==> src/rtl/mult_div.sv <==
// Multicycle signed multiply/divide unit producing the HI/LO registers.
// Latency: 32 cycles from the accepting edge to done; divide-by-zero completes at the accepting edge.
// Backpressure: start is accepted only while busy=0; starts during an operation are ignored.
//
// Ports:
//   clock, reset      rising-edge clock, synchronous active-high reset
//   start, op         request pulse; op 0 = MULT (Booth radix-2), 1 = DIV (restoring)
//   a_in, b_in        signed operands (multiplicand/dividend, multiplier/divisor)
//   hi_out, lo_out    product[63:32]/[31:0], or remainder/quotient
//   busy, done        operation in progress / one-cycle completion pulse
//   div_zero          last accepted DIV had a zero divisor
module mult_div (
    input  logic        clock,
    input  logic        reset,
    input  logic        start,
    input  logic        op,
    input  logic [31:0] a_in,
    input  logic [31:0] b_in,
    output logic [31:0] hi_out,
    output logic [31:0] lo_out,
    output logic        busy,
    output logic        done,
    output logic        div_zero
);

    typedef enum logic [1:0] {
        IDLE = 2'd0,
        MULT = 2'd1,
        DIV  = 2'd2
    } state_t;

    state_t      state;
    logic [5:0]  cnt;

    // Shared datapath. MULT: acc/q/qm1 form the Booth register, m is the
    // signed multiplicand. DIV: acc is the partial remainder, q shifts the
    // dividend magnitude out and the quotient in, m is the divisor magnitude.
    // acc carries one guard bit so that subtracting a multiplicand of
    // 0x80000000 cannot overflow.
    logic [32:0] acc;
    logic [31:0] q;
    logic        qm1;
    logic [31:0] m;
    logic        neg_q;
    logic        neg_r;

    // Magnitudes of the incoming operands for the divider
    logic [31:0] a_abs;
    logic [31:0] b_abs;

    always_comb begin
        a_abs = a_in[31] ? (~a_in + 32'd1) : a_in;
        b_abs = b_in[31] ? (~b_in + 32'd1) : b_in;
    end

    // Booth step
    logic [32:0] booth_sum;
    logic [32:0] mul_acc_n;
    logic [31:0] mul_q_n;
    logic        mul_qm1_n;

    always_comb begin
        booth_sum = acc;
        case ({q[0], qm1})
            2'b01:   booth_sum = acc + {m[31], m};
            2'b10:   booth_sum = acc - {m[31], m};
            default: booth_sum = acc;
        endcase
        // Arithmetic shift of the whole {acc, q, qm1} register
        mul_acc_n = {booth_sum[32], booth_sum[32:1]};
        mul_q_n   = {booth_sum[0], q[31:1]};
        mul_qm1_n = q[0];
    end

    // Restoring divide step
    logic [32:0] div_shift;
    logic [32:0] div_diff;
    logic [32:0] div_rem_n;
    logic [31:0] div_quo_n;
    logic [31:0] div_quo_fin;
    logic [31:0] div_rem_fin;

    always_comb begin
        div_shift = {acc[31:0], q[31]};
        div_diff  = div_shift - {1'b0, m};
        if (!div_diff[32]) begin
            div_rem_n = div_diff;
            div_quo_n = {q[30:0], 1'b1};
        end else begin
            div_rem_n = div_shift;
            div_quo_n = {q[30:0], 1'b0};
        end
        // Quotient truncates toward zero; remainder follows the dividend sign.
        // 0x80000000 / -1 wraps back to 0x80000000 through the negation.
        div_quo_fin = neg_q ? (~div_quo_n + 32'd1) : div_quo_n;
        div_rem_fin = neg_r ? (~div_rem_n[31:0] + 32'd1) : div_rem_n[31:0];
    end

    logic last_iter;
    assign last_iter = (cnt == 6'd31);

    always_ff @(posedge clock) begin
        if (reset) begin
            state    <= IDLE;
            cnt      <= 6'd0;
            acc      <= 33'd0;
            q        <= 32'd0;
            qm1      <= 1'b0;
            m        <= 32'd0;
            neg_q    <= 1'b0;
            neg_r    <= 1'b0;
            hi_out   <= 32'd0;
            lo_out   <= 32'd0;
            busy     <= 1'b0;
            done     <= 1'b0;
            div_zero <= 1'b0;
        end else begin
            done <= 1'b0;
            case (state)
                IDLE: begin
                    if (start) begin
                        cnt      <= 6'd0;
                        div_zero <= 1'b0;
                        acc      <= 33'd0;
                        qm1      <= 1'b0;
                        if (!op) begin
                            m     <= a_in;
                            q     <= b_in;
                            neg_q <= 1'b0;
                            neg_r <= 1'b0;
                            state <= MULT;
                            busy  <= 1'b1;
                        end else begin
                            m     <= b_abs;
                            q     <= a_abs;
                            neg_q <= a_in[31] ^ b_in[31];
                            neg_r <= a_in[31];
                            if (b_in == 32'd0) begin
                                // Zero divisor completes immediately, HI/LO untouched
                                div_zero <= 1'b1;
                                done     <= 1'b1;
                            end else begin
                                state <= DIV;
                                busy  <= 1'b1;
                            end
                        end
                    end
                end
                MULT: begin
                    acc <= mul_acc_n;
                    q   <= mul_q_n;
                    qm1 <= mul_qm1_n;
                    cnt <= cnt + 6'd1;
                    if (last_iter) begin
                        hi_out <= mul_acc_n[31:0];
                        lo_out <= mul_q_n;
                        state  <= IDLE;
                        busy   <= 1'b0;
                        done   <= 1'b1;
                    end
                end
                DIV: begin
                    acc <= div_rem_n;
                    q   <= div_quo_n;
                    cnt <= cnt + 6'd1;
                    if (last_iter) begin
                        hi_out <= div_rem_fin;
                        lo_out <= div_quo_fin;
                        state  <= IDLE;
                        busy   <= 1'b0;
                        done   <= 1'b1;
                    end
                end
                default: begin
                    state <= IDLE;
                    busy  <= 1'b0;
                end
            endcase
        end
    end

endmodule

==> config.mk <==
export PLATFORM = sky130hd
export DESIGN_NAME = mult_div
export DESIGN_NICKNAME = d
export VERILOG_FILES = /design/src/rtl/mult_div.sv
export SDC_FILE = /design/constraint.sdc
export NUM_CORES = 1
export LEC_CHECK = 0
export ABC_AREA = 1
export CORE_MARGIN = 5
export CORE_UTILIZATION = 35
export DETAILED_ROUTE_END_ITERATION = 8
export PLACE_DENSITY = 0.61
export RECOVER_POWER = 100
export SYNTH_ARGS = -nofsm -noshare
export SYNTH_HDL_FRONTEND = slang
export SYNTH_SLANG_ARGS = --single-unit
==> constraint.sdc <==
create_clock -name clock -period 9.55 [get_ports clock]
set_clock_uncertainty 0.05 [all_clocks]
set_input_delay 1.91 -clock clock [delete_from_list [all_inputs] [get_ports clock]]
set_output_delay 1.91 -clock clock [all_outputs]
set_load 0.01 [all_outputs]
# ---- Word level (Yosys, flattened, before mapping)
# Index checks and enable logic that the tools add are counted.
dict set report word_totals {
  wordCells 89
  input_bits 68
  out_inout_bits 67
  ff_bits 175
}
dict set report op_classes {
  bitwise 5
  n_reduce_logical 13
  add_sub_neg 8
  eq_ne 10
  n_mux 40
}
# cell count
set op_table {}
lappend op_table {{$mux 32} 11}
lappend op_table {{$add 32x1->32 const B} 4}
lappend op_table {{$not 32->32} 4}
lappend op_table {{$pmux 32 s2} 2}
lappend op_table {{$pmux 33 s3} 1}
lappend op_table {{$pmux 32 s3} 1}
lappend op_table {{$mux 33} 2}
lappend op_table {{$pmux 33 s2} 1}
lappend op_table {{$add 33x33->33} 1}
lappend op_table {{$sub 33x32->33} 1}
lappend op_table {{$sub 33x33->33} 1}
lappend op_table {{$logic_not 32->1} 1}
lappend op_table {{$mux 1} 12}
lappend op_table {{$pmux 6 s2} 1}
lappend op_table {{$mux 2} 4}
lappend op_table {{$reduce_and 2->1} 4}
lappend op_table {{$add 6x1->6 const B} 1}
lappend op_table {{$eq 6x5->1 const B} 1}
lappend op_table {{$mux 6} 1}
lappend op_table {{$ne 2x2->1 const B} 3}
lappend op_table {{$pmux 1 s2} 3}
lappend op_table {{$reduce_and 3->1} 2}
lappend op_table {{$reduce_bool 2->1} 3}
lappend op_table {{$eq 2x1->1 const B} 2}
lappend op_table {{other kinds (8)} 9}

# ---- Depth between registers and ports, before layout
# Gate-level depths: netlist (run 1).
dict set report logic_depth {
  depth_word 7
  mapped_depth 35
  mapped_depth_nobuf 33
}

# ---- Worst setup path after synthesis (run 1)
# No wires, ideal clock.
dict set report synth_path {
  path_type {flip-flop to flip-flop}
  from {register q[31]}
  to {register lo_out[30]}
  stages_incl_launch_ff 32
  path_buffers 3
  arrival_time_ns 4.248
  period_less_slack_ns 4.415
  slack_ns 5.135
  setup_time_ns 0.117
  required_time_ns 9.383
  cell_sequence {dfxtp_1 > inv_1 > ha_1 > inv_1 > fa_1 > nand2_1 > nand3_2 > nand2_1 > nand2_1 > nand2_1 > nand2_1 > a21oi_1 > o21bai_1 > ha_1 > buf_6 > inv_6 > buf_2 > clkbuf_1 > ha_1 > nand3_1 > nor2_1 > nand4_1 > nor2_1 > nand4_1 > nand2_1 > o21ai_0 > nor2_1 > o21ai_0 > nand3_1 > o21ai_0 > nor3_1 > nor2_1}
}
dict set report synth_via {
  elab_chain_cells 7
  elab_cells_between_ends 8
  cone_classes {add/sub: 2; mux: 5; bitwise: 1}
}
# item line
set synth_rtl {}
lappend synth_rtl {{from (decl)} 41} ;# logic [31:0] q;
lappend synth_rtl {{from (signal assigned)} 128} ;# q <= b_in;
lappend synth_rtl {{from (signal assigned)} 135} ;# q <= a_abs;
lappend synth_rtl {{from (signal assigned)} 151} ;# q <= mul_q_n;
lappend synth_rtl {{$sub 33x32->33} 85} ;# div_diff = div_shift - {1'b0, m};
lappend synth_rtl {{$mux 1} 86} ;# if (!div_diff[32]) begin
lappend synth_rtl {{$not 32->32} 95} ;# div_quo_fin = neg_q ? (~div_quo_n + 32'd1) : div_quo_n;
lappend synth_rtl {{$add 32x1->32} 95}
lappend synth_rtl {{$mux 32} 95}
lappend synth_rtl {{$mux 32} 166} ;# if (last_iter) begin
lappend synth_rtl {{$pmux 32 s2 (*)} 119} ;# case (state)
lappend synth_rtl {{to (signal assigned)} 156} ;# lo_out <= mul_q_n;
lappend synth_rtl {{to (signal assigned)} 168} ;# lo_out <= div_quo_fin;
lappend synth_rtl {{to (decl)} 20} ;# output logic [31:0] lo_out,
# Every way passes the cells marked *; elsewhere a longest branch is shown, timed or not. The select of a mux whose other input is x is not followed.
# A chain may end at the register's enable or synchronous reset.

# ---- Worst setup path after layout (run 1)
dict set report layout_path {
  from {register state[0]}
  to {register lo_out[26]}
}
dict set report layout_via {
  elab_chain_cells 3
  elab_cells_between_ends 7
  cone_classes {eq/ne: 4; mux: 1; reduce/logical: 2}
}
# item line
set layout_rtl {}
lappend layout_rtl {{from (decl)} 32} ;# state_t state;
lappend layout_rtl {{from (signal assigned)} 104} ;# state <= IDLE;
lappend layout_rtl {{from (signal assigned)} 131} ;# state <= MULT;
lappend layout_rtl {{from (signal assigned)} 143} ;# state <= DIV;
lappend layout_rtl {{$eq 2x1->1 or $eq 2x2->1 (tied branches)} 119}
lappend layout_rtl {{$ne 2x2->1 (no source line) or $reduce_bool 2->1 (tied branches)} n/a}
lappend layout_rtl {{$reduce_and 3->1 (no source line)} n/a}
# Several ways; a longest one is shown, not always the timed one.

==> results of run 1 <==
==> report_power, final <==
part / leakage (nW) / switching, W / internal [W]
Sequential: 1.42 / 0.0000746 / 0.000779
Combinational: 7.29 / 0.00112 / 0.000473
Clock: 0.283 / 0.000357 / 0.000371
Total: 8.99 / 0.00155 / 0.00162
==> cells in the final DEF, fill, tap and decap left out, drive strengths merged, types with 3 or more instances in the layout <==
cell             n
a31oi           30
o22ai           35
clkinv          11
a211oi           3
nand2          787
nor2           280
a21o             9
nand3b           6
a22oi           29
dfxtp          175
o21bai           8
buf             13
ha              76
or2             31
nand3          180
o21ai          219
clkdlybuf4s50   63
o21a             7
clkbuf          25
o211ai          53
o31ai            5
nor4            10
nand4           53
and2             8
xnor2            7
a21oi          261
o221ai          29
dlygate4sd3     69
nor3            56
inv            393
xor2            54
==> flip-flops by register name, summed over array words and instances (netlist names) <==
register	cells
neg_q	1
hi_out	32
lo_out	32
qm1	1
cnt	6
acc	33
q	32
m	32
done	1
div_zero	1
neg_r	1
busy	1
state	2
==> routing by layer <==
layer | global-route usage | vias to the layer above | share of wire
met5 | 0 | - | 0.00066
met4 | 0.120 | 8 | 0.055
met3 | 0.0419 | 159 | 0.061
met2 | 0.391 | 712 | 0.45
met1 | 0.309 | 8961 | 0.43
li1 | - | 9902 | -
==> worst max-delay path by stage <==
| stage | endpoint | slack (ns) | start | cells after the start |
|---|---|---|---|---|
| final | lo_out[26] | 2.74 | state[0] | 12 |
| after global routing | lo_out[26] | 2.17 | state[0] | 12 |
| after CTS | lo_out[30] | 4.42 | q[31] | 28 |
| after detailed placement | lo_out[30] | 4.45 | q[31] | 28 |
| after global placement | lo_out[30] | 4.55 | m[16] | 26 |
| after floorplan | lo_out[30] | 5.13 | q[31] | 31 |
==> worst min-delay path, cell delays in order, from the launching register on <==
cell and delay (ns):
dfxtp_1 0.31, nand2_1 0.06, a21oi_1 0.05
==> per-stage QoR <==
step	power (W)	instances	hold slack [ns]	cell area [µm²]	worst slack (ns)
2_1_floorplan	0.00198	2955	0.395	17300	5.13
3_3_place_gp	0.00246	3640	0.407	19100	4.55
3_5_place_dp	0.00246	3640	0.406	19100	4.45
4_1_cts	0.00319	3672	0.418	19600	4.42
5_1_grt	0.00340	3672	0.435	19500	2.17
6_report	0.00318	3672	0.414	19500	2.74
==> Yosys cell counts, types with 51 or more instances <==
library cell / count / area (µm²)
nand3_1: 168 / 841
nand4_1: 51 / 319
xor2_1: 54 / 473
o211ai_1: 53 / 398
ha_1: 76 / 951
nor2_1: 260 / 976
nand2_1: 774 / 2910
a21oi_1: 258 / 1290
dfxtp_1: 175 / 3500
o21ai_0: 199 / 996
clkbuf_1: 101 / 379
inv_1: 376 / 1410
==> layout make-up <==
| type | instances | area, µm² |
|---|---|---|
| clock buffers | 19 | 433 |
| clock inverters | 13 | 143 |
| fillers | 5464 | 29300 |
| inverters | 394 | 1490 |
| multi-input cells | 2256 | 11700 |
| flip-flops and latches | 175 | 3500 |
| well taps | 664 | 831 |
| repair buffers | 151 | 1440 |
==> cells by family after synthesis <==
group | after synthesis | synth area share
and+or+nand+nor | 1415 | 0.355
AOI/OAI and AO/OA | 702 | 0.237
buffers and inverters | 524 | 0.116
DFF | 175 | 0.203
adders and majority gates | 78 | 0.0574
xor gates and xnor gates | 61 | 0.0310
==> run_results.csv, run 1 <==
group,metric,value,unit
floorplan,initial_standard_cell_utilization_of_the_core,0.353,
routing,detail_route.wl_per_cell,18.3,µm
clock_tree,max-clock-path-buffers,2,
timing,timing.final.crit_share,0.713,
routing,viasPerCell,5.38,
min_path,holdCritStartpoint,"hi_out[8]",
timing,fin_crit,6.81,ns
clock_tree,cts_tree,"built",
outcome,failed_checks,"capacitance limit, slew limit",
job,drv.max_cap_violation_count,5,
synth,syn_nets,3101,
setup_path,critPathMaxFanout,99,
synth,async_flop_share,0,
setup_path,ff2ff_path_depth,12,
clock_tree,cts_made_buffers,17,
placement,dp_hpwl,52500,µm
timing,worstMarginPinSlew,3.42,ns
floorplan,dieWidth,232,µm
routing,route.final.wire_length,67100,µm
synth,synth_enable_flop_cells,0,
timing,timing.fmax,0.147,GHz
power_and_ir_drop,power_per_cell_area,163,nW/µm²
timing,final.setup.tns,0,ns
power_and_ir_drop,ir_worst_vdd,0.128,mV
clock_tree,post-cts-setup-buffer-count,0,
clock_tree,clock_pin_transition_on_the_worst_setup_and_hold_timing_paths,0.07,ns
routing,drtPass1Iterations,6,
layout,share_of_final_layout_standard_cells_stronger_than_drive_strength_1,0.0469,
routing,antenna_left,0,
grt,grt_pass1_wl,102000,µm
floorplan,ioPinCount,135,
setup_path,critical_path.n_buffers_inverters,6,
synth,ys_dominant_reg_cell,"dfxtp_1",
timing,count_of_endpoints_failing_setup_in_the_final_report,0,
setup_path,start_kind,"register",
clock_tree,cts_hold_buffers,0,
grt,grt_util_all_layers,0.241,
floorplan,fp.dieArea,53800,µm²
setup_path,slowest_delay,1.80,ns
outcome,status,"complete, but fails checks",
synth,post_synth.cell_area_avg,5.84,µm²
synth,yosys_warnings,0,
min_path,worst_hold_path.num_cells,2,
synth,seq_area_frac_synth,0.203,
power_and_ir_drop,leakage,8.99,nW
routing,detail_route.iter0.violations,1602,
placement,port_buffers,134,
synth,ys_types,60,
clock_tree,clock-sinks,175,
min_path,worst_hold_path_type,"reg -> reg",
setup_path,critPathCaptureType,"register",
placement,gpl.final_weighted_congestion,0.975,
timing,finalMaxSlewViolations,292,
clock_tree,cts-root-buf,"clkbuf_16",
clock_tree,insertion_delay,0.48,ns
clock_tree,cts_repair_resize_count,0,
synth,post_synthesis_instance_area,17300,µm²
setup_path,worst_r2r_endpoint,"lo_out[26]",
setup_path,ff2ff_setup_slack,2.74,ns
synth,synth-seq-cells,175,
routing,drc_errors,0,
floorplan,die_height,232,µm
layout,finish.net_count,3141,
setup_path,criticalPathCategory,"reg -> reg",
setup_path,cpLargestDelayFamily,"buffers and inverters",
grt,vias_in_the_first_global_route,18100,
grt,globalRoute.totalOverflow,0,
timing,rsz_0062_raised_after_global_routing,"no",
floorplan,num_rows,81,
setup_path,timing.rr.start,"state[0]",
setup_path,worstPathCellList,"inv_1 > ha_4 > buf_4 > clkinvlp_2 > a21oi_1 > buf_4 > clkbuf_1 > o21ai_0 > a31oi_1 > o31ai_1 > o211ai_1 > inv_1",
min_path,hold_path_end,"hi_out[8]",
setup_path,arrival,7.12,ns
layout,number_of_inserted_diodes,0,
clock_tree,cts_htree_levels,4,
floorplan,core,48800,µm²
grt,number_of_antenna_violations_at_the_first_check_in_global_routing,4,
routing,num_vias,19700,
timing,max-slew-margin-rel,-1.28,
timing,hold_violations,0,
layout,layout-area-overhead-vs-synth,13.3,%
layout,post_route_core_utilization,0.400,
setup_path,cp_data_required_time,9.86,ns
synth,synth_cells,2955,
setup_path,cpMaxStageDelayCell,"clkbuf_1",
grt,pin_count_of_the_biggest_net_entering_global_routing,100,
Note: power is estimated with default switching activity, not from simulation.
==> run 2: changes to the inputs <==
==> constraint.sdc (replaced) <==
create_clock -name clock -period 7.1 [get_ports clock]
set_clock_uncertainty 0.05 [all_clocks]
set_input_delay 1.42 -clock clock [delete_from_list [all_inputs] [get_ports clock]]
set_output_delay 1.42 -clock clock [all_outputs]
set_load 0.01 [all_outputs]
==> run 2 against run 1 <==
Compared with the run above: the run still ends with capacitance limit, slew limit left; critical path depth fell by 4; register-to-register slack worse by 1.6 ns; global-route usage grew 0.096 points; highest routed layer unchanged.
==> run_results.csv, run 2 (synthesized netlist as in run 1, its figures left out) <==
group,metric,value,unit
timing,worstMarginPinSlew,3.68,ns
routing,route.final.wire_length,67300,µm
grt,vias_in_the_first_global_route,18300,
grt,grt_util_all_layers,0.242,
routing,num_vias,19700,
layout,largest_register_ff_count,33,
timing,finalMaxSlewViolations,245,
setup_path,slowest_delay,1.52,ns
layout,number_of_inserted_diodes,0,
layout,most_frequent_cells_in_the_layout,"777 x nand2_1, 375 x inv_1, 267 x nor2_1, 258 x a21oi_1, 204 x o21ai_0",
floorplan,die_height,232,µm
floorplan,ioPinCount,135,
min_path,worst_hold_path_type,"reg -> reg",
layout,post_route_core_utilization,0.401,
setup_path,cpLargestDelayFamily,"buffers and inverters",
power_and_ir_drop,ir_worst_vdd,0.182,mV
routing,antenna_left,0,
layout,share_of_final_layout_standard_cells_stronger_than_drive_strength_1,0.0462,
setup_path,critical_path.n_buffers_inverters,3,
placement,dp_cells,3640,
clock_tree,cts_repair_resize_count,0,
setup_path,critPathMaxFanout,38,
layout,registers.top_by_ff_count,"acc",
setup_path,cpMaxStageDelayCell,"nor2_1",
layout,layout.cells.non_filler,3672,
routing,detail_route.wl_per_cell,18.3,µm
grt,grt_pass1_wl,103000,µm
timing,final.setup.tns,0,ns
layout,finish.net_count,3141,
layout,final_area,19600,µm²
power_and_ir_drop,power_per_cell_area,221,nW/µm²
clock_tree,max-clock-path-buffers,2,
setup_path,worstPathCellList,"dlygate4sd3_1 > nor2_1 > nor2_1 > clkinv_1 > nor2_1 > clkbuf_1 > o21ai_0 > a21oi_1",
layout,leading_cell_type_in_the_layout_fill_and_taps_excluded,"nand2_1",
floorplan,dieWidth,232,µm
clock_tree,cts-root-buf,"clkbuf_16",
layout,layout-area-overhead-vs-synth,13.5,%
grt,globalRoute.totalOverflow,0,
timing,max-slew-margin-rel,-1.46,
routing,drtPass1Iterations,6,
power_and_ir_drop,leakage,9.02,nW
grt,pin_count_of_the_biggest_net_entering_global_routing,100,
routing,detail_route.iter0.violations,1702,
floorplan,initial_standard_cell_utilization_of_the_core,0.353,
clock_tree,insertion_delay,0.47,ns
layout,final.fill_count,5446,
timing,fin_crit,6.24,ns
setup_path,arrival,6.54,ns
floorplan,fp.dieArea,53800,µm²
placement,placed_area,19100,µm²
clock_tree,post-cts-setup-buffer-count,0,
grt,number_of_antenna_violations_at_the_first_check_in_global_routing,2,
clock_tree,cts_made_buffers,17,
routing,drc_errors,0,
routing,viasPerCell,5.37,
placement,dp_hpwl,52400,µm
setup_path,criticalPathCategory,"in -> reg",
clock_tree,clock_pin_transition_on_the_worst_setup_and_hold_timing_paths,0.08,ns
floorplan,num_rows,81,
outcome,failed_checks,"capacitance limit, slew limit",
timing,rsz_0062_raised_after_global_routing,"no",
floorplan,core,48800,µm²
clock_tree,clock-sinks,175,
power_and_ir_drop,totalPowerFinal,0.00433,W
placement,port_buffers,134,
clock_tree,cts_htree_levels,4,
setup_path,critical_path.most_common_cell,"nor2_1",
clock_tree,cts_hold_buffers,0,
clock_tree,cts_tree,"built",
setup_path,start_kind,"primary input",
setup_path,critPathCaptureType,"register",
timing,timing.final.crit_share,0.879,
job,drv.max_cap_violation_count,5,
setup_path,cp_data_required_time,7.40,ns
timing,count_of_endpoints_failing_setup_in_the_final_report,0,
timing,hold_violations,0,
outcome,status,"complete, but fails checks",
timing,timing.fmax,0.160,GHz
placement,gpl.final_weighted_congestion,1.00,
==> run 2: cell count changes in the layout (fill, tap and decap cells not counted), sizes merged <==
cell	delta
dlygate4sd3	-1
buf	+3
clkinvlp	-2
clkinv	+7
clkbuf	-5
bufinv	-1
inv	-2
clkdlybuf4s50	+1
==> run 2: layer usage <==
metal | track usage | part of all wire | routed length, µm | vias up
met3 | 0.0371 | 0.063 | 4250 | 136
met2 | 0.400 | 0.46 | 30900 | 709
met4 | 0.104 | 0.047 | 3170 | 4
li1 | - | - | - | 9904
met1 | 0.313 | 0.43 | 29000 | 8969
met5 | 0 | 0.00042 | 28 | -
==> run 2: tightest hold or removal path, cell delays in order, from the launching register on <==
cell	delay (ns)
dfxtp_1	0.31
nand2_1	0.06
a21oi_1	0.06
==> run 2: per-stage QoR <==
stage	hold WS [ns]	setup slack (ns)
finish	0.412	0.860
global route	0.425	0.598
CTS	0.415	1.93
detailed placement	0.404	1.94
global placement	0.404	2.09
floorplan	0.395	2.68
==> run 2: cell type report <==
class	instances	area, µm²	share of cell area
flip-flops and latches	175	3500	0.179
repair buffers	151	1450	0.0740
inverters	394	1490	0.0758
well taps	664	831	0.0424
clock inverters	15	219	0.0112
clock buffers	17	425	0.0217
multi-input cells	2256	11700	0.596
==> run 2: path summary, 6_finish.rpt <==
check | slack (ns) | from | depth (start not counted) | to
min | 0.41 | hi_out[20] | 2 | hi_out[20]
max | 0.86 | start | 8 | acc[7]
min reg2reg | 0.41 | hi_out[20] | 2 | hi_out[20]
max reg2reg | 1.19 | q[31] | 28 | hi_out[31]
==> run 2: power by group <==
group	switching [W]	internal, W
logic	0.00152	0.000631
clock network	0.000542	0.000493
registers	0.0000903	0.00105
